### src/rtl/program_loader_pkg.sv
// Shared definitions for the program loader: FSM encoding, header/checksum field
// widths and the running-checksum helper.
package program_loader_pkg;

    localparam int BYTE_W = 8;
    localparam int LEN_W  = 16;
    localparam int CSUM_W = 8;

    typedef enum logic [2:0] {
        ST_IDLE    = 3'd0,
        ST_LEN_HI  = 3'd1,
        ST_LEN_LO  = 3'd2,
        ST_DATA_HI = 3'd3,
        ST_DATA_LO = 3'd4,
        ST_CHECK   = 3'd5,
        ST_DONE    = 3'd6,
        ST_ERR     = 3'd7
    } state_e;

    function automatic logic [CSUM_W-1:0] csum_next(input logic [CSUM_W-1:0] csum,
                                                    input logic [BYTE_W-1:0] data_byte);
        return csum ^ data_byte;
    endfunction

endpackage

### src/rtl/program_loader_if.sv
// Byte-stream input, instruction-memory write port and session status of the loader.
interface program_loader_if
    import program_loader_pkg::*;
#(
    parameter int DATA_W = 16,
    parameter int ADDR_W = 32
);
    logic              start;
    logic              in_valid;
    logic [BYTE_W-1:0] in_data;
    logic              in_ready;
    logic              wr_en;
    logic [ADDR_W-1:0] wr_addr;
    logic [DATA_W-1:0] wr_data;
    logic              busy;
    logic              done;
    logic              error;

    modport master (
        output start, in_valid, in_data,
        input  in_ready, wr_en, wr_addr, wr_data, busy, done, error
    );

    modport slave (
        input  start, in_valid, in_data,
        output in_ready, wr_en, wr_addr, wr_data, busy, done, error
    );

endinterface

### src/rtl/program_loader.sv
// Serial program loader: parses length / words / XOR checksum from a byte stream
// and writes each word into instruction memory one cycle after its low byte.
module program_loader
    import program_loader_pkg::*;
#(
    parameter int DATA_W    = 16,
    parameter int ADDR_W    = 32,
    parameter int MEM_DEPTH = 1024
) (
    input  logic             clk,
    input  logic             rst,
    program_loader_if.slave  bus
);

    localparam logic [LEN_W:0] DEPTH_L = (LEN_W + 1)'(MEM_DEPTH);

    state_e              state_q, state_d;
    logic [LEN_W-1:0]    len_q, len_d;
    logic [BYTE_W-1:0]   hi_q, hi_d;
    logic [ADDR_W-1:0]   addr_q, addr_d;
    logic [CSUM_W-1:0]   csum_q, csum_d;
    logic                wr_en_q, wr_en_d;
    logic [ADDR_W-1:0]   wr_addr_q, wr_addr_d;
    logic [DATA_W-1:0]   wr_data_q, wr_data_d;
    logic                busy_q, busy_d;
    logic                done_q, done_d;
    logic                error_q, error_d;

    logic                in_ready_s;
    logic                xfer_s;
    logic                can_start_s;
    logic [LEN_W-1:0]    len_s;
    logic [ADDR_W-1:0]   addr_next_s;

    assign in_ready_s  = (state_q == ST_LEN_HI)  || (state_q == ST_LEN_LO) ||
                         (state_q == ST_DATA_HI) || (state_q == ST_DATA_LO) ||
                         (state_q == ST_CHECK);
    assign xfer_s      = bus.in_valid && in_ready_s;
    assign can_start_s = (state_q == ST_IDLE) || (state_q == ST_DONE) || (state_q == ST_ERR);
    assign addr_next_s = addr_q + ADDR_W'(1);

    // Next-state and datapath decode; a byte only moves state when it is accepted.
    always_comb begin
        state_d   = state_q;
        len_d     = len_q;
        hi_d      = hi_q;
        addr_d    = addr_q;
        csum_d    = csum_q;
        wr_en_d   = 1'b0;
        wr_addr_d = wr_addr_q;
        wr_data_d = wr_data_q;
        done_d    = done_q;
        error_d   = error_q;
        len_s     = {hi_q, bus.in_data};

        if (bus.start && can_start_s) begin
            state_d = ST_LEN_HI;
            done_d  = 1'b0;
            error_d = 1'b0;
            addr_d  = {ADDR_W{1'b0}};
            csum_d  = {CSUM_W{1'b0}};
        end else if (xfer_s) begin
            case (state_q)
                ST_LEN_HI: begin
                    hi_d    = bus.in_data;
                    state_d = ST_LEN_LO;
                end
                ST_LEN_LO: begin
                    len_d = len_s;
                    if ({1'b0, len_s} > DEPTH_L) begin
                        state_d = ST_ERR;
                        error_d = 1'b1;
                    end else if (len_s == {LEN_W{1'b0}}) begin
                        state_d = ST_CHECK;
                    end else begin
                        state_d = ST_DATA_HI;
                    end
                end
                ST_DATA_HI: begin
                    hi_d    = bus.in_data;
                    csum_d  = csum_next(csum_q, bus.in_data);
                    state_d = ST_DATA_LO;
                end
                ST_DATA_LO: begin
                    csum_d    = csum_next(csum_q, bus.in_data);
                    wr_en_d   = 1'b1;
                    wr_addr_d = addr_q;
                    wr_data_d = DATA_W'({hi_q, bus.in_data});
                    addr_d    = addr_next_s;
                    if (addr_next_s == ADDR_W'(len_q)) begin
                        state_d = ST_CHECK;
                    end else begin
                        state_d = ST_DATA_HI;
                    end
                end
                ST_CHECK: begin
                    if (bus.in_data == csum_q) begin
                        state_d = ST_DONE;
                        done_d  = 1'b1;
                    end else begin
                        state_d = ST_ERR;
                        error_d = 1'b1;
                    end
                end
                default: begin
                    state_d = state_q;
                end
            endcase
        end else begin
            state_d = state_q;
        end

        busy_d = !((state_d == ST_IDLE) || (state_d == ST_DONE) || (state_d == ST_ERR));
    end

    // State and output registers; rst aborts any session immediately.
    always_ff @(posedge clk or posedge rst) begin
        if (rst) begin
            state_q   <= ST_IDLE;
            len_q     <= {LEN_W{1'b0}};
            hi_q      <= {BYTE_W{1'b0}};
            addr_q    <= {ADDR_W{1'b0}};
            csum_q    <= {CSUM_W{1'b0}};
            wr_en_q   <= 1'b0;
            wr_addr_q <= {ADDR_W{1'b0}};
            wr_data_q <= {DATA_W{1'b0}};
            busy_q    <= 1'b0;
            done_q    <= 1'b0;
            error_q   <= 1'b0;
        end else begin
            state_q   <= state_d;
            len_q     <= len_d;
            hi_q      <= hi_d;
            addr_q    <= addr_d;
            csum_q    <= csum_d;
            wr_en_q   <= wr_en_d;
            wr_addr_q <= wr_addr_d;
            wr_data_q <= wr_data_d;
            busy_q    <= busy_d;
            done_q    <= done_d;
            error_q   <= error_d;
        end
    end

    assign bus.in_ready = in_ready_s;
    assign bus.wr_en    = wr_en_q;
    assign bus.wr_addr  = wr_addr_q;
    assign bus.wr_data  = wr_data_q;
    assign bus.busy     = busy_q;
    assign bus.done     = done_q;
    assign bus.error    = error_q;

endmodule

### src/flat_wrapper.sv
// flat-port wrapper written by rule: the top's interface ports become plain ports
module program_loader_flat import program_loader_pkg::*;
#(
    parameter int DATA_W    = 16,
    parameter int ADDR_W    = 32,
    parameter int MEM_DEPTH = 1024
)
  (clk, rst, bus_start, bus_in_valid, bus_in_data, bus_in_ready, bus_wr_en, bus_wr_addr, bus_wr_data, bus_busy, bus_done, bus_error);
  program_loader_if #(.DATA_W(DATA_W), .ADDR_W(ADDR_W)) bus_i ();
  input  logic clk;
  input  logic rst;
  input wire logic [$bits(bus_i.start)-1:0] bus_start;
  input wire logic [$bits(bus_i.in_valid)-1:0] bus_in_valid;
  input wire logic [$bits(bus_i.in_data)-1:0] bus_in_data;
  output wire logic [$bits(bus_i.in_ready)-1:0] bus_in_ready;
  output wire logic [$bits(bus_i.wr_en)-1:0] bus_wr_en;
  output wire logic [$bits(bus_i.wr_addr)-1:0] bus_wr_addr;
  output wire logic [$bits(bus_i.wr_data)-1:0] bus_wr_data;
  output wire logic [$bits(bus_i.busy)-1:0] bus_busy;
  output wire logic [$bits(bus_i.done)-1:0] bus_done;
  output wire logic [$bits(bus_i.error)-1:0] bus_error;
  assign bus_i.start = bus_start;
  assign bus_i.in_valid = bus_in_valid;
  assign bus_i.in_data = bus_in_data;
  assign bus_in_ready = bus_i.in_ready;
  assign bus_wr_en = bus_i.wr_en;
  assign bus_wr_addr = bus_i.wr_addr;
  assign bus_wr_data = bus_i.wr_data;
  assign bus_busy = bus_i.busy;
  assign bus_done = bus_i.done;
  assign bus_error = bus_i.error;
  program_loader #(.DATA_W(DATA_W), .ADDR_W(ADDR_W), .MEM_DEPTH(MEM_DEPTH)) u_core (.clk(clk), .rst(rst), .bus(bus_i));
endmodule
### config.mk
export PLATFORM = sky130hd
export DESIGN_NAME = program_loader_flat
export DESIGN_NICKNAME = d
export VERILOG_FILES = /design/src/rtl/program_loader_pkg.sv /design/src/rtl/program_loader_if.sv /design/src/rtl/program_loader.sv /design/src/flat_wrapper.sv
export SDC_FILE = /design/constraint.sdc
export NUM_CORES = 1
export LEC_CHECK = 0
export CORE_MARGIN = 3
export CORE_UTILIZATION = 35
export CTS_CLUSTER_SIZE = 10
export DETAILED_ROUTE_END_ITERATION = 12
export SLEW_MARGIN = 20
export SYNTH_ARGS = -nofsm -noshare
export SYNTH_HDL_FRONTEND = slang
export SYNTH_SLANG_ARGS = --single-unit
### constraint.sdc
create_clock -name clk -period 3.8 [get_ports clk]
set_input_delay 0.76 -clock clk [delete_from_list [all_inputs] [get_ports clk]]
set_output_delay 0.76 -clock clk [all_outputs]
set_load 0.005 [all_outputs]
# After elaboration in Yosys (flattened, before gate mapping)
# Index checks and enable logic that the tools add are counted.
# totals
ram_bits	0
output_inout_bits	53
ff_bits	119
latchBits	0
mem_count	0
mem_bits_ro	0
inputBits	12
# classes
n_mux	25
order_cmp	1
n_addsub	1
shifts	0
n_eq_ne	13
n_mul	0
n_bitwise	2
n_reduce_logical	29
n_div	0
# ops
cell	n
$mux W32	3
$add A32 B1 Y32 const B	1
$eq A32 B16 Y1	1
$mux W8	3
$eq A3 B3 Y1 const B	6
$gt A16 B11 Y1 const B	1
$logic_not A16 Y1	1
$mux W3	5
$pmux W3 S5	1
$mux W1	12
$reduce_and A3 Y1	4
$reduce_bool A2 Y1	5
$eq A8 B8 Y1	1
$logic_or A1 B1 Y1	8
$xor A8 B8 Y8	1
$eq A3 B2 Y1 const B	2
$logic_not A3 Y1	2
$ne A3 B3 Y1 const B	2
$reduce_and A2 Y1	2
$reduce_and A4 Y1	1
$reduce_or A2 Y1	2
$eq A3 B1 Y1 const B	1
$reduce_bool A3 Y1	1
$logic_and A1 B1 Y1	2
other kinds (3)	3

# Longest topological paths before layout
# Gate-level depths: netlist of the first run.
# logic_depth
ltp_word	12
ltp_mapped	9

# Worst setup path after synthesis of the first run
# No wires, ideal clock.
# synth_timing
kind	input to register
start	input port bus_in_valid
end	register u_core.len_q[0]
setup_slack_ps	1293
cell_stages	5
setup_ps	125
arrival_time_ps	2382
path_cell_list	clkbuf_1 -> nand2_1 -> nor3_1 -> clkbuf_1 -> mux2_2
# synth_via
elab_chain_len	2
# synth_lines
element	line_no	text
from (decl)	flat_wrapper.sv:13	input wire logic [$bits(bus_i.in_valid)-1:0] bus_in_valid;
$logic_and A1 B1 Y1	program_loader.sv:38	assign xfer_s = bus.in_valid && in_ready_s;
$reduce_and A3 Y1 (no source line)	n/a	
to (signal assigned)	program_loader.sv:120	len_q <= {LEN_W{1'b0}};
to (signal assigned)	program_loader.sv:132	len_q <= len_d;
to (decl)	program_loader.sv:18	logic [LEN_W-1:0] len_q, len_d;
# No other way between the ends.
# A chain may end at the register's enable or synchronous reset.

# Final worst setup path of the first run
# layout_timing
start	register u_core.addr_q[21]
end	register u_core.state_q[1]
# layout_via
elab_chain_len	6
# layout_lines
element	line_no	text
from (decl)	program_loader.sv:20	logic [ADDR_W-1:0] addr_q, addr_d;
from (signal assigned)	program_loader.sv:122	addr_q <= {ADDR_W{1'b0}};
from (signal assigned)	program_loader.sv:134	addr_q <= addr_d;
$add A32 B1 Y32	program_loader.sv:40	assign addr_next_s = addr_q + ADDR_W'(1);
$eq A32 B16 Y1	program_loader.sv:90	if (addr_next_s == ADDR_W'(len_q)) begin
$mux W3	program_loader.sv:90	
$pmux W3 S5	program_loader.sv:63	case (state_q)
$mux W3	program_loader.sv:62	end else if (xfer_s) begin
$mux W3	program_loader.sv:56	if (bus.start && can_start_s) begin
named net u_core.state_d[1]	program_loader.sv:17	state_e state_q, state_d;
to (signal assigned)	program_loader.sv:131	state_q <= state_d;
to (decl)	program_loader.sv:17	
# The timed path passes the listed nets, and every way through them passes these cells.

==> impl_table.tex, run 1 <==
\begin{tabular}{lr}
\hline
Metric & Value \\
\hline
\multicolumn{2}{l}{\textbf{Route}} \\
\quad Number of nets still failing antenna checks after routing & 0 \\
\quad Router iterations before antenna repair & 6 \\
\quad Remaining routing DRC violations & 0 \\
\quad Sum of routed wire length over all layers & between 15 and 20 mm \\
\quad DR vias/cell & 5.381 \\
\quad Vias after detailed routing & 5300 \\
\quad Post-detailed-route wirelength per cell & 16.20 µm \\
\quad DR iter-0 viols & 422 \\
\multicolumn{2}{l}{\textbf{Die}} \\
\quad Row cnt & 47 \\
\quad Area of the die & 19140 µm² \\
\quad Initial cell density of the core & 36.32\% \\
\quad Standard cell core area & 16880 µm² \\
\quad Top-level I/O count & 65 \\
\quad Height of the die & 138.3 µm \\
\quad X dimension of the die & $\sim$140 µm \\
\multicolumn{2}{l}{\textbf{STA}} \\
\quad Fin crit share & 80.28\% \\
\quad Max Freq & 327.8 MHz \\
\quad Max Slew Vio Count & 0 \\
\quad Setup violation total in the final timing report & 0 \\
\quad Post-layout worst setup margin & about 750 ps \\
\quad Tightest hold margin & 468.8 ps \\
\quad Actual transition at the worst max-transition pin & 903.0 ps \\
\quad Post-layout minimum cycle time & approximately 3100 ps \\
\quad Unrepaired setup endpoints after global routing & false \\
\quad Tightest slew margin relative to the limit & between 30\% and 40\% \\
\quad Final hold violation count & 0 \\
\quad Setup clock skew after layout & 10.23 ps \\
\quad Setup TNS & 0 ps \\
\multicolumn{2}{l}{\textbf{Synth}} \\
\quad Async SR Flop Fraction & 100.0\% \\
\quad Biggest area consumer among synthesized cells & sky130\_fd\_sc\_hd\_\_dfrtp\_1 \\
\quad Share of the synthesized area in the top cell type & 48.58\% \\
\quad Average footprint of a synthesized cell & a little under 9 µm² \\
\quad YS warnings & 0 \\
\quad Number of register bits inferred by synthesis & around 120 \\
\quad Register area share after synthesis & 48.58\% \\
\quad Primary flip-flop cell chosen by synthesis mapping & sky130\_fd\_sc\_hd\_\_dfrtp\_1 \\
\quad Number of synthesized flops with an enable pin & 0 \\
\quad Post-synthesis net count & approximately 710 \\
\quad Total standard cell area after synthesis & 6130 µm² \\
\quad Leading post-synthesis cells by cell area & sky130\_fd\_sc\_hd\_\_dfrtp\_1 49\%, sky130\_fd\_sc\_hd\_\_nand2\_1 11\%, sky130\_fd\_sc\_hd\_\_o21ai\_0 6.2\% \\
\quad Synth Instances & between 700 and 800 \\
\quad Distinct cell type count after synthesis & 62 \\
\multicolumn{2}{l}{\textbf{Final layout}} \\
\quad Area added between synthesis and finish & 24.29\% \\
\quad Most used cells in the layout excluding fill and tap cells & 178 x sky130\_fd\_sc\_hd\_\_nand2\_1, 119 x sky130\_fd\_sc\_hd\_\_dfrtp\_1, 76 x sky130\_fd\_sc\_hd\_\_o21ai\_0, 64 x sky130\_fd\_sc\_hd\_\_clkdlybuf4s50\_1, 48 x sky130\_fd\_sc\_hd\_\_nor2\_1 \\
\quad \# diodes & 0 \\
\quad Fraction of final layout cells sized beyond drive strength 1 & 11.76\% \\
\quad Total number of nets in the final design & 765 \\
\quad Most common library cell in the layout ignoring fill and taps & sky130\_fd\_sc\_hd\_\_nand2\_1 \\
\quad Final cell area excluding filler cells & 7619 µm² \\
\multicolumn{2}{l}{\textbf{Place}} \\
\quad Pre-CTS WS & 407.6 ps \\
\quad Half-perimeter wire length of the detailed placement result & 10.96 mm \\
\quad Placed Area & $\sim$7000 µm² \\
\quad IO buf count & 64 \\
\quad Gpl congestion & between 0.8 and 0.9 \\
\multicolumn{2}{l}{\textbf{Clock tree}} \\
\quad CTS clk-pin slew, worst paths & 60 ps \\
\quad Number of buffers created by CTS & 17 \\
\quad Clock latency on the worst-skew pair & 420 ps \\
\quad Clock sinks & between 100 and 150 \\
\quad Max Buffers Root-to-Sink & 2 \\
\quad H-tree depth reported by CTS & 4 \\
\quad Clock tree from TritonCTS & yes \\
\quad Clock root cell & sky130\_fd\_sc\_hd\_\_clkbuf\_16 \\
\quad Total setup buffers inserted after CTS & 0 \\
\quad Post-cts repair resize count & 0 \\
\quad CTS Hold Buffers Added & 0 \\
\multicolumn{2}{l}{\textbf{Power and ir drop}} \\
\quad Static leakage & around 3.2 nW \\
\quad Pwr dens & 675.7 nW/µm² \\
\quad Maximum vdd ir drop & 0.3878 mV \\
\quad Total power after layout & 5.148 mW \\
\multicolumn{2}{l}{\textbf{Worst setup path}} \\
\quad Worst-path fanout max & 11 \\
\quad Crit start category & register \\
\quad Worst setup path class & register to register \\
\quad Data required time of the critical path & 4110 ps \\
\quad Setup slack on the worst flop-to-flop path & 750 ps \\
\quad FF-to-FF path depth & 7 \\
\quad Crit path arrival time & 3370 ps \\
\quad Start of the worst register-to-register path & u\_core.addr\_q[21]\$\_DFFE\_PP0P\_ \\
\quad Type of element capturing the critical path & register \\
\quad Endpoint of the worst-slack reg-to-reg timing path & u\_core.state\_q[1]\$\_DFF\_PP0\_ \\
\multicolumn{2}{l}{\textbf{GRT}} \\
\quad Total Routing Usage GR & 17.08\% \\
\quad Grt total ovfl & 0 \\
\quad Global-route wire length before repair & 27.00 mm \\
\quad Largest net degree at the start of global routing & 71 \\
\quad Antenna violations before repair & 0 \\
\quad Via count of the first global-routing pass & approximately 5300 \\
\multicolumn{2}{l}{\textbf{Hold path}} \\
\quad Worst hold start & u\_core.bus.wr\_addr[17]\$\_DFFE\_PP0P\_ \\
\quad Number of cells on the worst hold path & 2 \\
\quad Hold endpoint & u\_core.bus.wr\_addr[17]\$\_DFFE\_PP0P\_ \\
\quad Min-Delay Path Class & register to register \\
\multicolumn{2}{l}{\textbf{Status}} \\
\quad Run status & completed \\
\multicolumn{2}{l}{\textbf{Flow run}} \\
\quad Max capacitance violation total & 0 \\
\hline
\end{tabular}
logic make-up after synthesis:
kind of cell / Yosys count / share of synthesized area, %
simple gates: 324 / 24.27
compound gates: 141 / 13.68
flops: 119 / 48.58
buf+inv: 55 / 3.531
xor+xnor: 35 / 5.001
mux: 26 / 4.736
fa+ha+maj: 1 / 0.2041
power by group:
part           switching [mW]  total [mW]  internal [mW]
sequential              0.338        1.96           1.62
combinational           0.698        1.46          0.760
clock                   0.611        1.73           1.12
total                    1.65        5.15           3.50
metal layers:
layer  vias up  share of wire [%]  global-route usage (%)
met4         0                1.4                   5.824
met5         -                  0                       0
li1       2544                  -                       -
met2       153                 47                   26.93
met3        23                4.8                   4.765
met1      2580                 47                   22.73
worst max-delay path: stages, from the launching register on:
cell and delay [ps]:
sky130_fd_sc_hd__dfrtp_1 560, sky130_fd_sc_hd__nand4_1 450, sky130_fd_sc_hd__nor4_1 800, sky130_fd_sc_hd__nand4_1 160
sky130_fd_sc_hd__a22oi_1 250, sky130_fd_sc_hd__nand4_1 110, sky130_fd_sc_hd__nand4b_1 330, sky130_fd_sc_hd__o21ba_2 290
flip-flops by register name, indices dropped and copies added, names as in the netlist:
register,cells
u_core.addr_q,32
u_core.bus.wr_addr,32
u_core.bus.wr_data,16
u_core.len_q,16
u_core.csum_q,8
u_core.hi_q,8
u_core.state_q,3
u_core.bus.busy,1
u_core.bus.done,1
u_core.bus.error,1
u_core.bus.wr_en,1
layout make-up:
class | instances | area, µm²
multi-input combinational | 527 | 2942
clock inverter | 14 | 197.7
timing repair buffer | 79 | 753.2
tap | 220 | 275.3
fill | 1563 | 9259
sequential | 119 | 2978
clock buffer | 18 | 439.2
inverter | 8 | 33.78
cell usage after synthesis (all sizes together) (2+ instances only):
| library cell | instances |
|---|---|
| dfrtp | 119 |
| o31ai | 7 |
| o211ai | 3 |
| xnor2 | 20 |
| inv | 8 |
| o41ai | 5 |
| and2 | 3 |
| nand2b | 4 |
| nor2 | 49 |
| mux2 | 24 |
| and3 | 3 |
| a21boi | 2 |
| nor4 | 7 |
| nand3b | 2 |
| or4 | 2 |
| mux2i | 2 |
| nand2 | 178 |
| xor2 | 15 |
| a31oi | 5 |
| o22ai | 2 |
| buf | 6 |
| or3b | 2 |
| nor3 | 17 |
| a21oi | 21 |
| a211o | 2 |
| nand4 | 20 |
| or3 | 8 |
| a22oi | 3 |
| o21ai | 77 |
| a211oi | 5 |
| clkbuf | 41 |
| nand3 | 20 |
| and4 | 3 |
| nand4b | 2 |
worst max-delay path by stage:
stage                                  start  depth (start not counted)                      endpoint
5_1_grt        u_core.addr_q[21]$_DFFE_PP0P_                          7   u_core.state_q[2]$_DFF_PP0_
3_3_place_gp                    bus_in_valid                          7  u_core.addr_q[9]$_DFFE_PP0P_
6_report       u_core.addr_q[21]$_DFFE_PP0P_                          7   u_core.state_q[1]$_DFF_PP0_
4_1_cts        u_core.addr_q[21]$_DFFE_PP0P_                          7   u_core.state_q[1]$_DFF_PP0_
2_1_floorplan                   bus_in_valid                          5   u_core.len_q[0]$_DFFE_PP0P_
3_5_place_dp                    bus_in_valid                          7  u_core.addr_q[9]$_DFFE_PP0P_
per-stage QoR:
| stage | util, % | std cells |
|---|---|---|
| floorplan | - | 701 |
| global placement | 41.37 | 953 |
| detailed placement | 41.37 | 953 |
| CTS | 45.14 | 985 |
| global route | 45.14 | 985 |
| finish | 45.14 | 985 |
Power figures use the tool's default switching activity.
==> run 2, diff against run 1 <==
==> constraint.sdc (replaced) <==
create_clock -name clk -period 2.8 [get_ports clk]
set_input_delay 0.56 -clock clk [delete_from_list [all_inputs] [get_ports clk]]
set_output_delay 0.56 -clock clk [all_outputs]
set_load 0.005 [all_outputs]
==> impl_table.tex, run 2 (synthesis gave the netlist of run 1 again) <==
\begin{tabular}{lr}
\hline
Metric & Value \\
\hline
\multicolumn{2}{l}{\textbf{Status}} \\
\quad Run status & completed (unchanged) \\
\multicolumn{2}{l}{\textbf{Place}} \\
\quad Pre-CTS WS & 220.1 ps (was 407.6 ps) \\
\quad Placed cells & 1001 (was 953) \\
\quad Half-perimeter wire length of the detailed placement result & 11.86 mm (was 10.96 mm) \\
\quad IO buf count & 64 (unchanged) \\
\quad Gpl congestion & 0.9730 (was 0.8964) \\
\multicolumn{2}{l}{\textbf{Worst setup path}} \\
\quad Family with the most delay on the worst path & simple AND/OR/NAND/NOR gates (unchanged) \\
\quad Crit start category & register (unchanged) \\
\quad Crit path arrival time & 2900 ps (was 3370 ps) \\
\quad Data required time of the critical path & 3110 ps (was 4110 ps) \\
\quad Critical path's slowest cell & sky130\_fd\_sc\_hd\_\_or4\_4 (was sky130\_fd\_sc\_hd\_\_nor4\_1) \\
\quad Worst-path fanout max & 9 (was 11) \\
\quad Worst setup path class & register to register (unchanged) \\
\quad Type of element capturing the critical path & register (unchanged) \\
\quad FF-to-FF path depth & 7 (unchanged) \\
\quad Setup slack on the worst flop-to-flop path & 210 ps (was 750 ps) \\
\quad Start of the worst register-to-register path & u\_core.addr\_q[5]\$\_DFFE\_PP0P\_ (was u\_core.addr\_q[21]\$\_DFFE\_PP0P\_) \\
\quad Buffering stage count on the worst path with inverters included & 0 (unchanged) \\
\quad Slowest stage delay, CP & 550 ps (was 800 ps) \\
\quad Endpoint of the worst-slack reg-to-reg timing path & u\_core.state\_q[1]\$\_DFF\_PP0\_ (unchanged) \\
\quad Cells along the critical path & nand4\_4 -> or4\_4 -> or3\_1 -> a211o\_1 -> a22oi\_2 -> nand4b\_1 -> o21ba\_2 (was nand4\_1 -> nor4\_1 -> nand4\_1 -> a22oi\_1 -> nand4\_1 -> nand4b\_1 -> o21ba\_2) \\
\multicolumn{2}{l}{\textbf{STA}} \\
\quad Max Freq & 386.0 MHz (was 327.8 MHz) \\
\quad Tightest hold margin & 473.7 ps (was 468.8 ps) \\
\quad Final hold violation count & 0 (unchanged) \\
\quad Fin crit share & 92.53\% (was 80.28\%) \\
\quad Post-layout minimum cycle time & 2591 ps (was 3051 ps) \\
\quad Setup TNS & 0 ps (unchanged) \\
\quad Max Slew Vio Count & 0 (unchanged) \\
\quad Setup clock skew after layout & 6.720 ps (was 10.23 ps) \\
\quad Post-layout worst setup margin & 209.2 ps (was 749.5 ps) \\
\quad Actual transition at the worst max-transition pin & 650.9 ps (was 903.0 ps) \\
\quad Unrepaired setup endpoints after global routing & false (unchanged) \\
\quad Tightest slew margin relative to the limit & 56.61\% (was 39.80\%) \\
\quad Setup violation total in the final timing report & 0 (unchanged) \\
\multicolumn{2}{l}{\textbf{Route}} \\
\quad Sum of routed wire length over all layers & 16.76 mm (was 15.96 mm) \\
\quad Post-detailed-route wirelength per cell & 16.20 µm (about the same) \\
\quad Vias after detailed routing & 5420 (was 5300) \\
\quad DR vias/cell & 5.242 (was 5.381) \\
\quad Number of nets still failing antenna checks after routing & 0 (unchanged) \\
\quad Remaining routing DRC violations & 0 (unchanged) \\
\quad Router iterations before antenna repair & 5 (was 6) \\
\quad DR iter-0 viols & 334 (was 422) \\
\multicolumn{2}{l}{\textbf{Power and ir drop}} \\
\quad Static leakage & 3.468 nW (was 3.242 nW) \\
\quad Pwr dens & 851.5 nW/µm² (was 675.7 nW/µm²) \\
\quad Maximum vdd ir drop & 0.4465 mV (was 0.3878 mV) \\
\multicolumn{2}{l}{\textbf{Clock tree}} \\
\quad Total setup buffers inserted after CTS & 0 (unchanged) \\
\quad Clock tree from TritonCTS & yes (unchanged) \\
\quad Max Buffers Root-to-Sink & 2 (unchanged) \\
\quad Number of buffers created by CTS & 17 (unchanged) \\
\quad Clock sinks & 119 (unchanged) \\
\quad Post-cts repair resize count & 0 (unchanged) \\
\quad CTS Hold Buffers Added & 0 (unchanged) \\
\quad CTS clk-pin slew, worst paths & 60 ps (about the same) \\
\quad H-tree depth reported by CTS & 4 (unchanged) \\
\quad Clock root cell & sky130\_fd\_sc\_hd\_\_clkbuf\_16 (unchanged) \\
\quad Clock latency on the worst-skew pair & 420 ps (about the same) \\
\multicolumn{2}{l}{\textbf{Hold path}} \\
\quad Worst hold start & u\_core.bus.wr\_addr[17]\$\_DFFE\_PP0P\_ (unchanged) \\
\quad Number of cells on the worst hold path & 2 (unchanged) \\
\quad Hold endpoint & u\_core.bus.wr\_addr[17]\$\_DFFE\_PP0P\_ (unchanged) \\
\quad Min-Delay Path Class & register to register (unchanged) \\
\multicolumn{2}{l}{\textbf{Final layout}} \\
\quad Most common library cell in the layout ignoring fill and taps & sky130\_fd\_sc\_hd\_\_nand2\_1 (unchanged) \\
\quad Number of standard cells in the final layout excluding fillers & 1034 (was 985) \\
\quad Register Area & 2978 µm² (unchanged) \\
\quad Area occupied by multi-input gates & 2942 µm² (unchanged) \\
\quad Final Core Density & 46.99\% (was 45.14\%) \\
\quad \# diodes & 0 (unchanged) \\
\quad Number of fillers in the final layout & 1602 (was 1563) \\
\quad Most used cells in the layout excluding fill and tap cells & 178 x sky130\_fd\_sc\_hd\_\_nand2\_1, 119 x sky130\_fd\_sc\_hd\_\_dfrtp\_1, 76 x sky130\_fd\_sc\_hd\_\_o21ai\_0, 64 x sky130\_fd\_sc\_hd\_\_clkdlybuf4s50\_1, 63 x sky130\_fd\_sc\_hd\_\_buf\_4 (was 178 x sky130\_fd\_sc\_hd\_\_nand2\_1, 119 x sky130\_fd\_sc\_hd\_\_dfrtp\_1, 76 x sky130\_fd\_sc\_hd\_\_o21ai\_0, 64 x sky130\_fd\_sc\_hd\_\_clkdlybuf4s50\_1, 48 x sky130\_fd\_sc\_hd\_\_nor2\_1) \\
\quad Area added between synthesis and finish & 29.39\% (was 24.29\%) \\
\quad Fraction of final layout cells sized beyond drive strength 1 & 17.08\% (was 11.76\%) \\
\quad Total number of nets in the final design & 815 (was 765) \\
\multicolumn{2}{l}{\textbf{GRT}} \\
\quad Largest net degree at the start of global routing & 120 (was 71) \\
\quad Grt total ovfl & 0 (unchanged) \\
\quad Antenna violations before repair & 0 (unchanged) \\
\quad Via count of the first global-routing pass & 5537 (was 5272) \\
\quad Global-route wire length before repair & 28.68 mm (was 27.00 mm) \\
\quad Total Routing Usage GR & 18.11\% (was 17.08\%) \\
\multicolumn{2}{l}{\textbf{Die}} \\
\quad X dimension of the die & 138.3 µm (unchanged) \\
\quad Row cnt & 47 (unchanged) \\
\quad Standard cell core area & 16880 µm² (unchanged) \\
\quad Initial cell density of the core & 36.32\% (unchanged) \\
\quad Height of the die & 138.3 µm (unchanged) \\
\quad Area of the die & 19140 µm² (unchanged) \\
\quad Top-level I/O count & 65 (unchanged) \\
\multicolumn{2}{l}{\textbf{Flow run}} \\
\quad Max capacitance violation total & 0 (unchanged) \\
\hline
\end{tabular}
run 2: metal layers:
layer  wire length (µm)  part of all wire (%)  vias to the layer above  GRT usage [%]
met5                  0                     0                        -              0
met4                325                   1.9                        0          6.240
met3                876                   5.2                       28          4.627
met2               7980                    48                      163          29.24
met1               7573                    45                     2586          23.80
li1                   -                     -                     2643              -
run 2: worst max-delay path by stage:
stage | startpoint | endpoint | slack (ps) | depth (start not counted)
finish | u_core.addr_q[5]$_DFFE_PP0P_ | u_core.state_q[1]$_DFF_PP0_ | 210 | 7
global route | u_core.addr_q[5]$_DFFE_PP0P_ | u_core.state_q[2]$_DFF_PP0_ | 40 | 7
CTS | u_core.addr_q[5]$_DFFE_PP0P_ | u_core.state_q[1]$_DFF_PP0_ | 260 | 7
detailed placement | bus_in_valid | u_core.addr_q[6]$_DFFE_PP0P_ | 220 | 8
global placement | bus_in_data[3] | u_core.bus.busy$_DFF_PP0_ | 210 | 8
floorplan | u_core.addr_q[4]$_DFFE_PP0P_ | u_core.state_q[1]$_DFF_PP0_ | 420 | 8
run 2: tightest hold or removal path, cell delays in order, from the launching register on:
cell and delay [ps]:
sky130_fd_sc_hd__dfrtp_1 340, sky130_fd_sc_hd__nand2_1 50, sky130_fd_sc_hd__nand2_1 50
run 2: power breakdown:
group / switching [mW] / total (mW) / internal [mW]
clock network: 0.839 / 2.02 / 1.18
registers: 0.427 / 2.63 / 2.21
logic: 1.01 / 2.10 / 1.09
total: 2.28 / 6.75 / 4.47
run 2: per-stage QoR:
stage | power (mW) | area, µm²
after floorplan | 3.781 | 6133
after global placement | 4.715 | 7367
after detailed placement | 4.780 | 7367
after CTS | 6.848 | 7916
after global routing | 7.213 | 7931
final | 6.753 | 7931
run 2: cell type report:
| type | instances | area share, % |
|---|---|---|
| sequential | 119 | 37.55 |
| multi-input combinational | 527 | 37.09 |
| timing repair buffer | 129 | 14.54 |
| clock buffer | 19 | 5.711 |
| tap | 220 | 3.471 |
| clock inverter | 12 | 1.215 |
| inverter | 8 | 0.4259 |
